$ cat src/rtl/phase_pkg.sv
// Shared widths and the width-consistency rule for the phase compressor.
package phase_pkg;

    localparam int PHASE_W_DEF = 16;
    localparam int QUA_W_DEF   = 3;
    localparam int REA_W_DEF   = 6;
    localparam int COR_W_DEF   = 7;
    localparam int TAG_W_DEF   = 1;

    function automatic bit widths_ok(input int phase_w, input int qua_w,
                                     input int rea_w, input int cor_w);
        return (phase_w == qua_w + rea_w + cor_w) && (qua_w >= 1);
    endfunction

endpackage

$ cat src/rtl/phase_fold.sv
// Combinational octant fold: mirrors the lower field when the half-octant bit is set,
// then splits the word into octant, coarse and fine indices.
module phase_fold
    import phase_pkg::*;
#(
    parameter int QUA_W = QUA_W_DEF,
    parameter int REA_W = REA_W_DEF,
    parameter int COR_W = COR_W_DEF
) (
    input  logic [QUA_W+REA_W+COR_W-1:0] phase,
    output logic [QUA_W-1:0]             qua,
    output logic [REA_W-1:0]             rea,
    output logic [COR_W-1:0]             cor,
    output logic                         fold
);

    localparam int PHASE_W = QUA_W + REA_W + COR_W;
    localparam int L       = REA_W + COR_W;

    logic [L-1:0] idx;

    assign fold = phase[L];
    assign idx  = fold ? ~phase[L-1:0] : phase[L-1:0];
    assign qua  = phase[PHASE_W-1:L];
    assign rea  = idx[L-1:COR_W];
    assign cor  = idx[COR_W-1:0];

endmodule

$ cat src/rtl/phase_compressor_pipe.sv
// Two-stage phase compressor: S1 captures/accumulates the phase, S2 folds and splits it.
// Both stages advance together whenever the output register is empty or being taken.
module phase_compressor_pipe
    import phase_pkg::*;
#(
    parameter int PHASE_W = PHASE_W_DEF,
    parameter int QUA_W   = QUA_W_DEF,
    parameter int REA_W   = REA_W_DEF,
    parameter int COR_W   = COR_W_DEF,
    parameter int TAG_W   = TAG_W_DEF
) (
    input  logic               clk,
    input  logic               reset,
    input  logic               in_valid,
    output logic               in_ready,
    input  logic               mode,
    input  logic               acc_clear,
    input  logic [PHASE_W-1:0] phase_in,
    input  logic [TAG_W-1:0]   tag_in,
    output logic               out_valid,
    input  logic               out_ready,
    output logic [QUA_W-1:0]   index_qua,
    output logic [REA_W-1:0]   index_rea,
    output logic [COR_W-1:0]   index_cor,
    output logic               fold,
    output logic [TAG_W-1:0]   tag_out,
    output logic [PHASE_W-1:0] acc_phase
);

    if (!widths_ok(PHASE_W, QUA_W, REA_W, COR_W)) begin : g_bad_widths
        $fatal(1, "phase_compressor_pipe: PHASE_W must equal QUA_W+REA_W+COR_W with QUA_W >= 1");
    end

    logic               advance;
    logic               accept;
    logic [PHASE_W-1:0] acc_base;
    logic [PHASE_W-1:0] p_next;

    logic               s1_valid;
    logic [PHASE_W-1:0] s1_phase;
    logic [TAG_W-1:0]   s1_tag;

    logic [QUA_W-1:0]   f_qua;
    logic [REA_W-1:0]   f_rea;
    logic [COR_W-1:0]   f_cor;
    logic               f_fold;

    assign advance  = !out_valid || out_ready;
    assign in_ready = advance;
    assign accept   = in_valid && advance;

    // Clear happens before the add, so a cleared frequency sample starts from zero.
    always_comb begin
        acc_base = acc_clear ? '0 : acc_phase;
        p_next   = mode ? (acc_base + phase_in) : phase_in;
    end

    always_ff @(posedge clk or posedge reset) begin
        if (reset) begin
            acc_phase <= '0;
        end else if (accept) begin
            if (mode) begin
                acc_phase <= p_next;
            end else if (acc_clear) begin
                acc_phase <= '0;
            end
        end
    end

    always_ff @(posedge clk or posedge reset) begin
        if (reset) begin
            s1_valid <= 1'b0;
            s1_phase <= '0;
            s1_tag   <= '0;
        end else if (advance) begin
            s1_valid <= accept;
            if (accept) begin
                s1_phase <= p_next;
                s1_tag   <= tag_in;
            end
        end
    end

    phase_fold #(
        .QUA_W (QUA_W),
        .REA_W (REA_W),
        .COR_W (COR_W)
    ) u_fold (
        .phase (s1_phase),
        .qua   (f_qua),
        .rea   (f_rea),
        .cor   (f_cor),
        .fold  (f_fold)
    );

    // Output fields only load on a real sample so bubbles leave the last values visible.
    always_ff @(posedge clk or posedge reset) begin
        if (reset) begin
            out_valid <= 1'b0;
            index_qua <= '0;
            index_rea <= '0;
            index_cor <= '0;
            fold      <= 1'b0;
            tag_out   <= '0;
        end else if (advance) begin
            out_valid <= s1_valid;
            if (s1_valid) begin
                index_qua <= f_qua;
                index_rea <= f_rea;
                index_cor <= f_cor;
                fold      <= f_fold;
                tag_out   <= s1_tag;
            end
        end
    end

endmodule

$ cat config.mk
export PLATFORM = sky130hd
export DESIGN_NAME = phase_compressor_pipe
export DESIGN_NICKNAME = d
export VERILOG_FILES = /design/src/rtl/phase_pkg.sv /design/src/rtl/phase_fold.sv /design/src/rtl/phase_compressor_pipe.sv
export SDC_FILE = /design/constraint.sdc
export NUM_CORES = 1
export LEC_CHECK = 0
export BUFFER_PORTS_ARGS = -buffer_cell sky130_fd_sc_hd__buf_4
export CAP_MARGIN = 10
export CORE_ASPECT_RATIO = 2
export CORE_MARGIN = 4
export CORE_UTILIZATION = 37
export CTS_CLUSTER_SIZE = 12
export DETAILED_ROUTE_END_ITERATION = 10
export PLACE_DENSITY_LB_ADDON = 0.3
export SYNTH_ARGS = -nofsm -noshare
export SYNTH_HDL_FRONTEND = slang
export SYNTH_SLANG_ARGS = --single-unit
$ cat constraint.sdc
create_clock -name clk -period 4 [get_ports clk]
set_input_delay 0.4 -clock clk [delete_from_list [all_inputs] [get_ports clk]]
set_output_delay 0.4 -clock clk [all_outputs]
set_load 0.02 [all_outputs]
== Word-level counts from Yosys, hierarchy flattened ==
Index checks and enable logic that the tools add are counted.

* Add/subtract/negate cells: 1
* Muxes and demuxes: 4
* Bitwise logic cells: 1
* Reductions and logical operators: 5

{| class="wikitable"
|+ Operators with widths
! cell !! number
|-
| 16-bit two-way mux || 3
|-
| 16-bit adder || 1
|-
| 13-bit two-way mux || 1
|-
| 13-bit inverter || 1
|-
| 2-bit AND reduction || 2
|-
| 1-bit logical AND || 1
|-
| 1-bit zero test || 1
|-
| 1-bit logical OR || 1
|}

* Register bits: 53
* Bits of input ports: 23
* Output and inout port bits: 36
* Word-level logic and storage cells: 21

== Logic depth before layout (Yosys ltp) ==
Gate-level depths: netlist (run 1).

* Depth in word-level cells: 4
* Mapped depth: 10
* Gate-level depth less buffers: 9

== Hierarchy ==
From an unflattened synthesis (run 1), not the netlist that was laid out.

* Cells, all modules: 305
* Area total of the unflattened synthesis: 3,089.2 sq um

{| class="wikitable"
|+ Modules (own cells, without submodules)
! module !! times used !! cells each !! area each (sq um) !! seq. area each (sq um)
|-
| phase_compressor_pipe || 1 || 286 || 2,914.0 || 1,326.3
|-
| phase_fold || 1 || 19 || 175.2 || 0.0
|}

== Worst setup path after synthesis (run 1) ==
No wires, ideal clock.

* Kind: input -> register
* Start point: in acc_clear
* End point: reg s1_phase[8]
* Library setup time: 130 ps
* Arrival time: 2,296 ps
* Required time: 3,870 ps
* Setup slack: 1,574 ps
* Cell stages on the path: 10
* Path buffers: 1
* Cells stage by stage: clkbuf_1 > nor2b_1 > ha_1 > fa_1 > a21o_2 > nand4_1 > a21boi_0 > o21ai_0 > mux2i_1 > nand3_1

* Cells in the longest elaborated chain, start to end: 3

{| class="wikitable"
|+ RTL lines
! element !! line !! RTL
|-
| start: declaration || phase_compressor_pipe.sv:17 || <nowiki>input logic acc_clear,</nowiki>
|-
| 16-bit two-way mux || -- ||
|-
| 16-bit adder || phase_compressor_pipe.sv:55 || <nowiki>p_next = mode ? (acc_base + phase_in) : phase_in;</nowiki>
|-
| 16-bit two-way mux || phase_compressor_pipe.sv:55 ||
|-
| end signal: assignment || phase_compressor_pipe.sv:78 || <nowiki>s1_phase <= p_next;</nowiki>
|-
| end: declaration || phase_compressor_pipe.sv:40 || <nowiki>logic [PHASE_W-1:0] s1_phase;</nowiki>
|}

No other way between the ends.
A chain may end at the register's enable or synchronous reset.

== Worst setup path after layout (run 1) ==
* Start point: reg acc_phase[0]
* End point: reg acc_phase[12]

* Cells in the longest elaborated chain, start to end: 4

{| class="wikitable"
|+ RTL lines
! element !! line !! RTL
|-
| start: declaration || phase_compressor_pipe.sv:27 || <nowiki>output logic [PHASE_W-1:0] acc_phase</nowiki>
|-
| start signal: assignment || phase_compressor_pipe.sv:63 || <nowiki>acc_phase <= p_next;</nowiki>
|-
| 16-bit two-way mux || -- ||
|-
| 16-bit adder || phase_compressor_pipe.sv:55 ||
|-
| 16-bit two-way mux || phase_compressor_pipe.sv:55 ||
|-
| 16-bit two-way mux || phase_compressor_pipe.sv:62 || <nowiki>if (mode) begin</nowiki>
|}

No other way between the ends.

==> reports/metrics.cfg, run 1 <==
[yosys]
synth_seq_cells=52
synth_nets=354
ys_seq_area_share_pct=43.6
synthFlopType=dfrtp_1
synthArstFlopShare_pct=100
synthCells=315
syn-cell-area_um2=2990
syn_area_per_cell_um2=9.48
synth.distinct_cells=44
synth-edff-count=0
synth_warnings=0

[run]
cap_violations=0

[critical_path]
critical_path_class=reg -> reg
rr_worst_depth=9
worstPathArrival_ps=2660
cp-end-kind=register
worstSetupStartpoint=acc_phase[0]$_DFFE_PP0P_
worstPathRequired_ps=4170
startpoint_type=register
reg2reg_from=acc_phase[0]$_DFFE_PP0P_
cp_max_fo=4

[cts]
cts_resized=0
clk_pin_slew_worst_paths_ps=70
post_cts_buffers=0
hold_buffers=0
clock_path_buffers=2
cts_buffers=5
htree_levels=2
tritoncts=done
clock_latency_ps=290
clkSinkCount=52
cts_root_buffer=clkbuf_16

[timing]
worstMarginPinSlew_ps=982
final_hold_viol_count=0
rsz0062_at_grt=no
clock_skew_ps=3.57
fin_tns_setup_ps=0
maxSlewHeadroom_pct=34.4
layout_setup_ws_ps=1520
period_share_pct=62.1
setup_viol=0
fmax_mhz=403
whs_ps=281
maxSlewViolCount=0
period_needed_ps=2480

[finish]
area_delta_synth_final_pct=21.8
utilization_pct=46.1
design_area_um2=3640
final_nets=405
layout-drive-gt1-share_pct=21.3
fillers=792
antenna_cells=0
finalNonFillerCells=463

[min_path]
hold_class=in -> async

[grt]
grt_max_degree=53
antenna_found_initial=0
grt_pass1_vias=2495
grt.overflow.total=0
grt_pass1_wl_mm=12.2
grt_usage_pct=16.2

[power]
power_density_nw_per_um2=608
ir_worst_vdd_mv=0.247
power_mw=2.21
p_leak_nw=1.72

[floorplanning]
initial_core_util_pct=37.9
die_h_um=135
dieWidth_um=71.5
ioPinCount=59
row_count=46
core_area_um2=7890
dieArea_um2=9660

[placement]
numPortBuffers=58
placedCellCount=455
post-place-ws_ps=1360
place_area_um2=3490
place.gp.congestion=0.899
dp_hpwl_mm=5.74

[route]
drt_iter0_markers=132
routed_wl_mm=7.46
ant_nets=0
vias=2456
routed_via_density=5.30
wl_per_cell_um=16.1
drt-pass1-iter-count=4
drc_errors=0

[run_status]
status=complete, no violations

## worst paths after layout
| check | end | slack (ps) |
|---|---|---|
| setup / recovery | acc_phase[12]$_DFFE_PP0P_ | 1520 |
| hold / removal | tag_out$_DFFE_PP0P_ | 280 |
| setup reg to reg | acc_phase[12]$_DFFE_PP0P_ | 1520 |
| hold reg to reg | index_rea[0]$_DFFE_PP0P_ | 480 |
| max in group asynchronous | acc_phase[2]$_DFFE_PP0P_ | 3260 |
| min in group clk | s1_tag$_DFFE_PP0P_ | 340 |
## logic make-up after synthesis
| kind of cell | after synthesis | synth area share (%) |
|---|---|---|
| buffers and inverters | 19 | 2.56 |
| muxes | 14 | 4.90 |
| and+or+nand+nor | 102 | 16.6 |
| AOI/OAI and AO/OA | 87 | 18.1 |
| DFF | 52 | 43.6 |
| adders and majority gates | 16 | 6.95 |
| xor gates and xnor gates | 25 | 7.33 |
## worst max-delay path, stage by stage (launching register included)
cell and delay [ps]:
dfrtp_1 400, nor2b_1 140, ha_1 240, fa_1 420, a21o_2 240, nand4_1 210
a21oi_1 150, o22ai_1 180, mux2i_1 310, nand2_1 80
## where the power goes
part	switching, mW	internal (mW)	total [mW]
Combinational	0.515	0.435	0.950
Clock	0.197	0.234	0.431
Sequential	0.128	0.703	0.831
Total	0.840	1.37	2.21
## synth_stat cells, types with 2 or more instances
cell | instances | area, um^2
dfrtp_1 | 52 | 1300
nor2_1 | 8 | 30.0
a31oi_1 | 2 | 12.5
nand2_1 | 52 | 195
nand3_1 | 4 | 20.0
o211ai_1 | 2 | 15.0
a21o_1 | 4 | 30.0
nor2b_1 | 18 | 113
mux2i_1 | 9 | 90.1
nor3b_1 | 10 | 75.1
nand4_1 | 3 | 18.8
a21oi_1 | 19 | 95.1
o21a_1 | 2 | 15.0
xor2_1 | 3 | 26.3
xnor2_1 | 22 | 193
o21ai_1 | 4 | 20.0
a22o_1 | 5 | 43.8
and3_1 | 3 | 18.8
inv_1 | 3 | 11.3
mux2_2 | 5 | 56.3
clkbuf_1 | 14 | 52.6
o21ai_0 | 35 | 175
ha_1 | 15 | 188
## cells in the final DEF (no fill, tap or decap), drive strengths merged, types with 2 or more instances in the layout
cell    synthesis  layout
nor2            8       8
o21ai          39      39
nor3b          10      10
o211ai          2       2
ha             15      15
xnor2          22      22
clkbuf         14       6
buf             2      60
nand3           4       4
mux2i           9       9
a31oi           2       2
nand2          52      52
a21o            5       5
a21oi          20      20
mux2            5       5
inv             3       3
a22o            5       5
nand4           3       3
xor2            3       3
and3            3       3
dfrtp          52      52
o21a            2       2
nor2b          18      18
## registers in the layout, indices dropped and copies added (netlist names)
name       cells
acc_phase     16
out_valid      1
s1_phase      16
index_cor      7
s1_valid       1
index_rea      6
index_qua      3
s1_tag         1
tag_out        1
## per-layer routing
metal  GRT usage [%]  vias to the layer above  wire length, um
li1                -                     1202                -
met1            17.9                     1177             2760
met2            29.1                       63             4080
met3            2.68                       14              367
met4            8.16                        0              247
met5               0                        -                0
## final cells by class
| class | count | area, um^2 | share of cell area, % |
|---|---|---|---|
| Multi-Input combinational cell | 244 | 1610 | 44.2 |
| Tap cell | 96 | 120 | 3.30 |
| Sequential cell | 52 | 1300 | 35.8 |
| Timing Repair Buffer | 60 | 450 | 12.4 |
| Inverter | 3 | 11.3 | 0.310 |
| Clock buffer | 6 | 129 | 3.54 |
| Clock inverter | 2 | 16.3 | 0.447 |
(Power assumes the default switching activity.)
==> inputs of run 2 (changes only) <==
Settings changed: ABC_AREA set to 1.
Clock period 4 ns to 2.5 ns, I/O delays scaled along.
==> run 2 against run 1 <==
  * Combinational power is 58% higher
  * Worst hold slack lost 260 ps
  * Routed wire length up 12%
  * Via count is 21% higher
  * Critical path depth is 4 higher
  * Largest cell class unchanged
  * Sequential power grew 55%
==> reports/metrics.cfg, run 2 <==
[cts]
clkSinkCount=52
cts_resized=0
clock_latency_ps=290
tritoncts=done
clk_pin_slew_worst_paths_ps=70
post_cts_buffers=0
hold_buffers=0
cts_buffers=5
clock_path_buffers=2
htree_levels=2
cts_root_buffer=clkbuf_16

[finish]
finalNonFillerCells=595
reg_top3=acc_phase: 16 flops, s1_phase: 16 flops, index_cor: 7 flops
layout-drive-gt1-share_pct=17.4
antenna_cells=0
final_nets=534
layout_common_cells=110 x nand2_1, 60 x buf_4, 57 x a21oi_1
final_common_cell=nand2_1
area_delta_synth_final_pct=21.4

[critical_path]
path_buf_inv=1
crit_chain=inv_1, nor2_1, ha_1, fa_1, nand2_1, nand2_1, nand3_1, nand2_1, nand2_1, nand2_1, nand2_1, nand3_1, a21oi_1
crit_cells=13
path_delay_family=simple AND/OR/NAND/NOR gates
cp-end-kind=register
r2r_slack_ps=460
critical_path_class=reg -> reg
startpoint_type=register
rr_worst_depth=13
cp_max_fo=4
worstPathRequired_ps=2720
worstPathArrival_ps=2260
cpMostUsedCell=nand2_1
cp_slowest_cell=dfrtp_1
crit_path_max_incr_delay_ps=400

[floorplanning]
die_h_um=140
dieWidth_um=74.2
core_area_um2=8590
initial_core_util_pct=37.7
dieArea_um2=10400
row_count=48
ioPinCount=59

[timing]
period_needed_ps=2040
maxSlewHeadroom_pct=49.8
fin_tns_setup_ps=0
maxSlewViolCount=0
setup_viol=0
period_share_pct=81.7
worstMarginPinSlew_ps=752
final_hold_viol_count=0
fmax_mhz=489
rsz0062_at_grt=no
clock_skew_ps=5.53

[yosys]
synth-edff-count=0
synthTopCellsByCount=110 x nand2_1, 57 x a21oi_1, 54 x nor2_1
synthCells=445
synth_area_leaders=dfrtp_1 40%, nand2_1 13%, a21oi_1 8.8%
synth.distinct_cells=29
synth_nets=484
syn_area_per_cell_um2=7.28
synth.most_common_cell=nand2_1
syn-cell-area_um2=3240
synthFlopType=dfrtp_1
synth.top_cell.area_share_pct=40.2
ys_seq_area_share_pct=40.2
synth_seq_cells=52
yosys.area.top_type=dfrtp_1
synthArstFlopShare_pct=100
synth_warnings=0

[placement]
place.gp.congestion=0.920
numPortBuffers=58
dp_hpwl_mm=6.43
placedCellCount=588

[route]
drc_errors=0
wl_per_cell_um=14.0
drt_iter0_markers=148
vias=2973
drt-pass1-iter-count=4
routed_wl_mm=8.33
routed_via_density=5.00
ant_nets=0

[grt]
grt_pass1_wl_mm=14.2
grt_max_degree=36
antenna_found_initial=0
grt_pass1_vias=3052
grt.overflow.total=0
grt_usage_pct=17.3

[run_status]
status=complete, no violations

[power]
ir_worst_vdd_mv=0.347
p_leak_nw=2.06
power_density_nw_per_um2=930

[min_path]
hold_class=in -> async

[run]
cap_violations=0

[run 2: changes by cell type after synthesis, sizes merged, moves of 18 or more]
cell   previous run  this run
a21oi            20        58
inv               3        57
nand2            52       115
nor2              8        54
nor2b            18         0
o21ai            39        21
[run 2: layout make-up]
cell class / instances / area [um^2]
Tap cell: 100 / 125
Sequential cell: 52 / 1300
Clock inverter: 2 / 60.1
Fill cell: 877 / 4650
Timing Repair Buffer: 61 / 470
Multi-Input combinational cell: 316 / 1630
Clock buffer: 5 / 125
Inverter: 59 / 221
[run 2: logic make-up (layout without fill, tap and decap cells)]
family,after synthesis,in the layout,share of synthesized area [%]
flops,52,52,40.2
fa+ha+maj,16,16,6.41
compound gates,89,89,14.4
simple gates,195,195,25.1
xor+xnor,16,16,4.32
buf+inv,77,127,9.54
[run 2: worst paths after layout]
check / to / from
setup / recovery: s1_phase[14]$_DFFE_PP0P_ / acc_phase[0]$_DFFE_PP0P_
hold reg to reg: tag_out$_DFFE_PP0P_ / tag_out$_DFFE_PP0P_
hold / removal: index_rea[3]$_DFFE_PP0P_ / reset
setup reg to reg: s1_phase[14]$_DFFE_PP0P_ / acc_phase[0]$_DFFE_PP0P_
min in group clk: s1_tag$_DFFE_PP0P_ / tag_in
max in group asynchronous: s1_valid$_DFFE_PP0N_ / reset
[run 2: power by group]
part / total, mW / switching, mW / leakage (nW) / internal, mW
Sequential: 1.29 / 0.194 / 0.608 / 1.09
Clock: 0.872 / 0.304 / 0.0899 / 0.568
Combinational: 1.50 / 0.880 / 1.36 / 0.617
Total: 3.66 / 1.38 / 2.06 / 2.28
[run 2: through the flow]
step	util (%)	hold WS, ps	setup slack [ps]	instance area [um^2]	total power, mW
2_1_floorplan	-	360	532	3240	2.27
3_3_place_gp	43.6	335	417	3750	2.79
3_5_place_dp	43.6	347	364	3750	2.82
4_1_cts	45.8	32.1	444	3930	3.71
5_1_grt	45.8	53.9	254	3930	3.93
6_report	45.8	16.5	457	3930	3.66
[run 2: per-layer routing]
metal	global-route usage (%)	share of wire [%]	up-vias
met5	0	0	-
met4	8.88	3.5	0
met1	19.2	37	1372
met3	2.01	4.2	19
li1	-	-	1506
met2	31.0	55	76
==> inputs of run 3 (changes only) <==
Clock period 2.5 ns to 2.12 ns, I/O delays scaled along.
==> run 3 against run 2 <==
  * Sequential cell count unchanged
  * Worst hold slack improved by 100 ps
  * Global-route usage decreased by 0.34 points
  * Highest routed layer unchanged
  * Non-clock buffer count increased by 5
  * First-iteration DRC count decreased by 20%
  * Largest power group unchanged
  * Count of clock-buffer cells in the layout increased by 1
  * Sequential share of layout area decreased by 0.35 points
  * Critical path type unchanged
==> reports/metrics.cfg, run 3 (synthesized netlist as in run 2, its figures left out) <==
[finish]
antenna_cells=0
area_delta_synth_final_pct=22.7
reg_top3=acc_phase: 16 flops, s1_phase: 16 flops, index_cor: 7 flops
utilization_pct=46.3
fillers=892
layout-drive-gt1-share_pct=19.4
final_common_cell=nand2_1
final_nets=539
layout_common_cells=109 x nand2_1, 63 x buf_4, 54 x nor2_1, 54 x a21oi_1, 52 x dfrtp_1

[route]
drt-pass1-iter-count=4
wl_per_cell_um=13.9
routed_wl_mm=8.36
vias=2971
ant_nets=0
routed_via_density=4.94
drc_errors=0
drt_iter0_markers=118

[grt]
grt_pass1_wl_mm=13.8
grt_pass1_vias=2888
grt.overflow.total=0
grt_max_degree=36
antenna_found_initial=0
grt_usage_pct=17.0

[power]
p_clk_share_pct=20.2
ir_worst_vdd_mv=0.366
power.share.combinational_pct=43.9
internal_power_mw=2.51
p_leak_nw=2.07
p_sw_share_pct=39.6
power_density_nw_per_um2=1040
seqPwrFrac_pct=35.9
power_mw=4.15
switching_power_mw=1.65

[timing]
layout_setup_ws_ps=185
final_hold_viol_count=0
maxSlewHeadroom_pct=50.5
worstMarginPinSlew_ps=742
period_needed_ps=1930
whs_ps=120
period_share_pct=91.3
fmax_mhz=517
clock_skew_ps=5.07
setup_viol=0
maxSlewViolCount=0

[min_path]
worstHoldPathCells=3
hold_class=in -> reg

[critical_path]
worstSetupStartpoint=acc_phase[0]$_DFFE_PP0P_
cp-end-kind=register
r2r_slack_ps=190
rr_worst_depth=13
cp_max_fo=4
worstPathRequired_ps=2340
reg2reg_from=acc_phase[0]$_DFFE_PP0P_
critical_path_class=reg -> reg
startpoint_type=register
worstPathArrival_ps=2160
crit_end=acc_phase[14]$_DFFE_PP0P_
timing.rr.end=acc_phase[14]$_DFFE_PP0P_

[run]
cap_violations=0

[floorplanning]
dieArea_um2=10400
row_count=48
core_area_um2=8590
die_h_um=140
ioPinCount=59
initial_core_util_pct=37.7
dieWidth_um=74.2

[cts]
cts_buffers=5
clock_latency_ps=290
tritoncts=done
clock_path_buffers=2
cts_root_buffer=clkbuf_16
htree_levels=2
clk_pin_slew_worst_paths_ps=70
clkSinkCount=52

[placement]
post-place-ws_ps=115
place.gp.congestion=0.895
dp_hpwl_mm=6.48
numPortBuffers=58

[run_status]
status=complete, no violations

[run 3: what timing repair did]
action	in CTS	in global routing
endpoints found under the hold margin	12	0
gates resized for setup	0	6
setup endpoints to repair	0	9
setup buffers	0	0
hold buffers	1	0
[run 3: power groups by stage]
stage          clock network (mW)  logic, mW  registers, mW
6_report                    0.839       1.82           1.49
3_3_place_gp                    0       1.80           1.50
4_1_cts                     0.865       1.83           1.49
3_5_place_dp                    0       1.83           1.51
2_1_floorplan                   0      0.922           1.75
5_1_grt                     0.906       2.02           1.53
[run 3: metal layers]
metal  GRT usage (%)  vias up  wire [um]
li1                -     1526          -
met1            19.5     1386       3240
met2            31.6       53       4770
met3            1.36        6        231
met4            5.44        0        125
met5               0        -          0
[run 3: worst min path at each step]
| stage | from | endpoint | slack [ps] |
|---|---|---|---|
| 2_1_floorplan | tag_in | s1_tag$_DFFE_PP0P_ | 320 |
| 3_3_place_gp | reset | index_rea[4]$_DFFE_PP0P_ | 310 |
| 3_5_place_dp | reset | index_rea[4]$_DFFE_PP0P_ | 320 |
| 4_1_cts | tag_in | s1_tag$_DFFE_PP0P_ | 110 |
| 5_1_grt | tag_in | s1_tag$_DFFE_PP0P_ | 140 |
| 6_report | tag_in | s1_tag$_DFFE_PP0P_ | 120 |
[run 3: cell type report]
type | count | area, um^2 | area share (%)
clock buffers | 6 | 139 | 3.49
flip-flops and latches | 52 | 1300 | 32.7
multi-input cells | 316 | 1650 | 41.5
inverters | 59 | 221 | 5.57
well taps | 100 | 125 | 3.15
clock inverters | 2 | 15.0 | 0.378
repair buffers | 66 | 523 | 13.2
[run 3: worst max-delay path, cell delays in order (launching register included)]
cell and delay, ps:
dfrtp_1 400, inv_1 60, nor2_1 50, ha_1 210
fa_2 340, nand2_1 90, nand2_1 80, nand3_1 100
nand2_2 90, nand2_1 100, nand2_1 60, nand2_1 60
nand3_1 100, a21oi_1 140
[run 3: metrics by stage]
stage | TNS (ps) | instance area [um^2] | std cells
6_report | 0 | 3980 | 601
3_5_place_dp | 0 | 3790 | 592
3_3_place_gp | 0 | 3790 | 592
5_1_grt | -8.27 | 3980 | 601
4_1_cts | 0 | 3960 | 601
2_1_floorplan | 0 | 3240 | 445
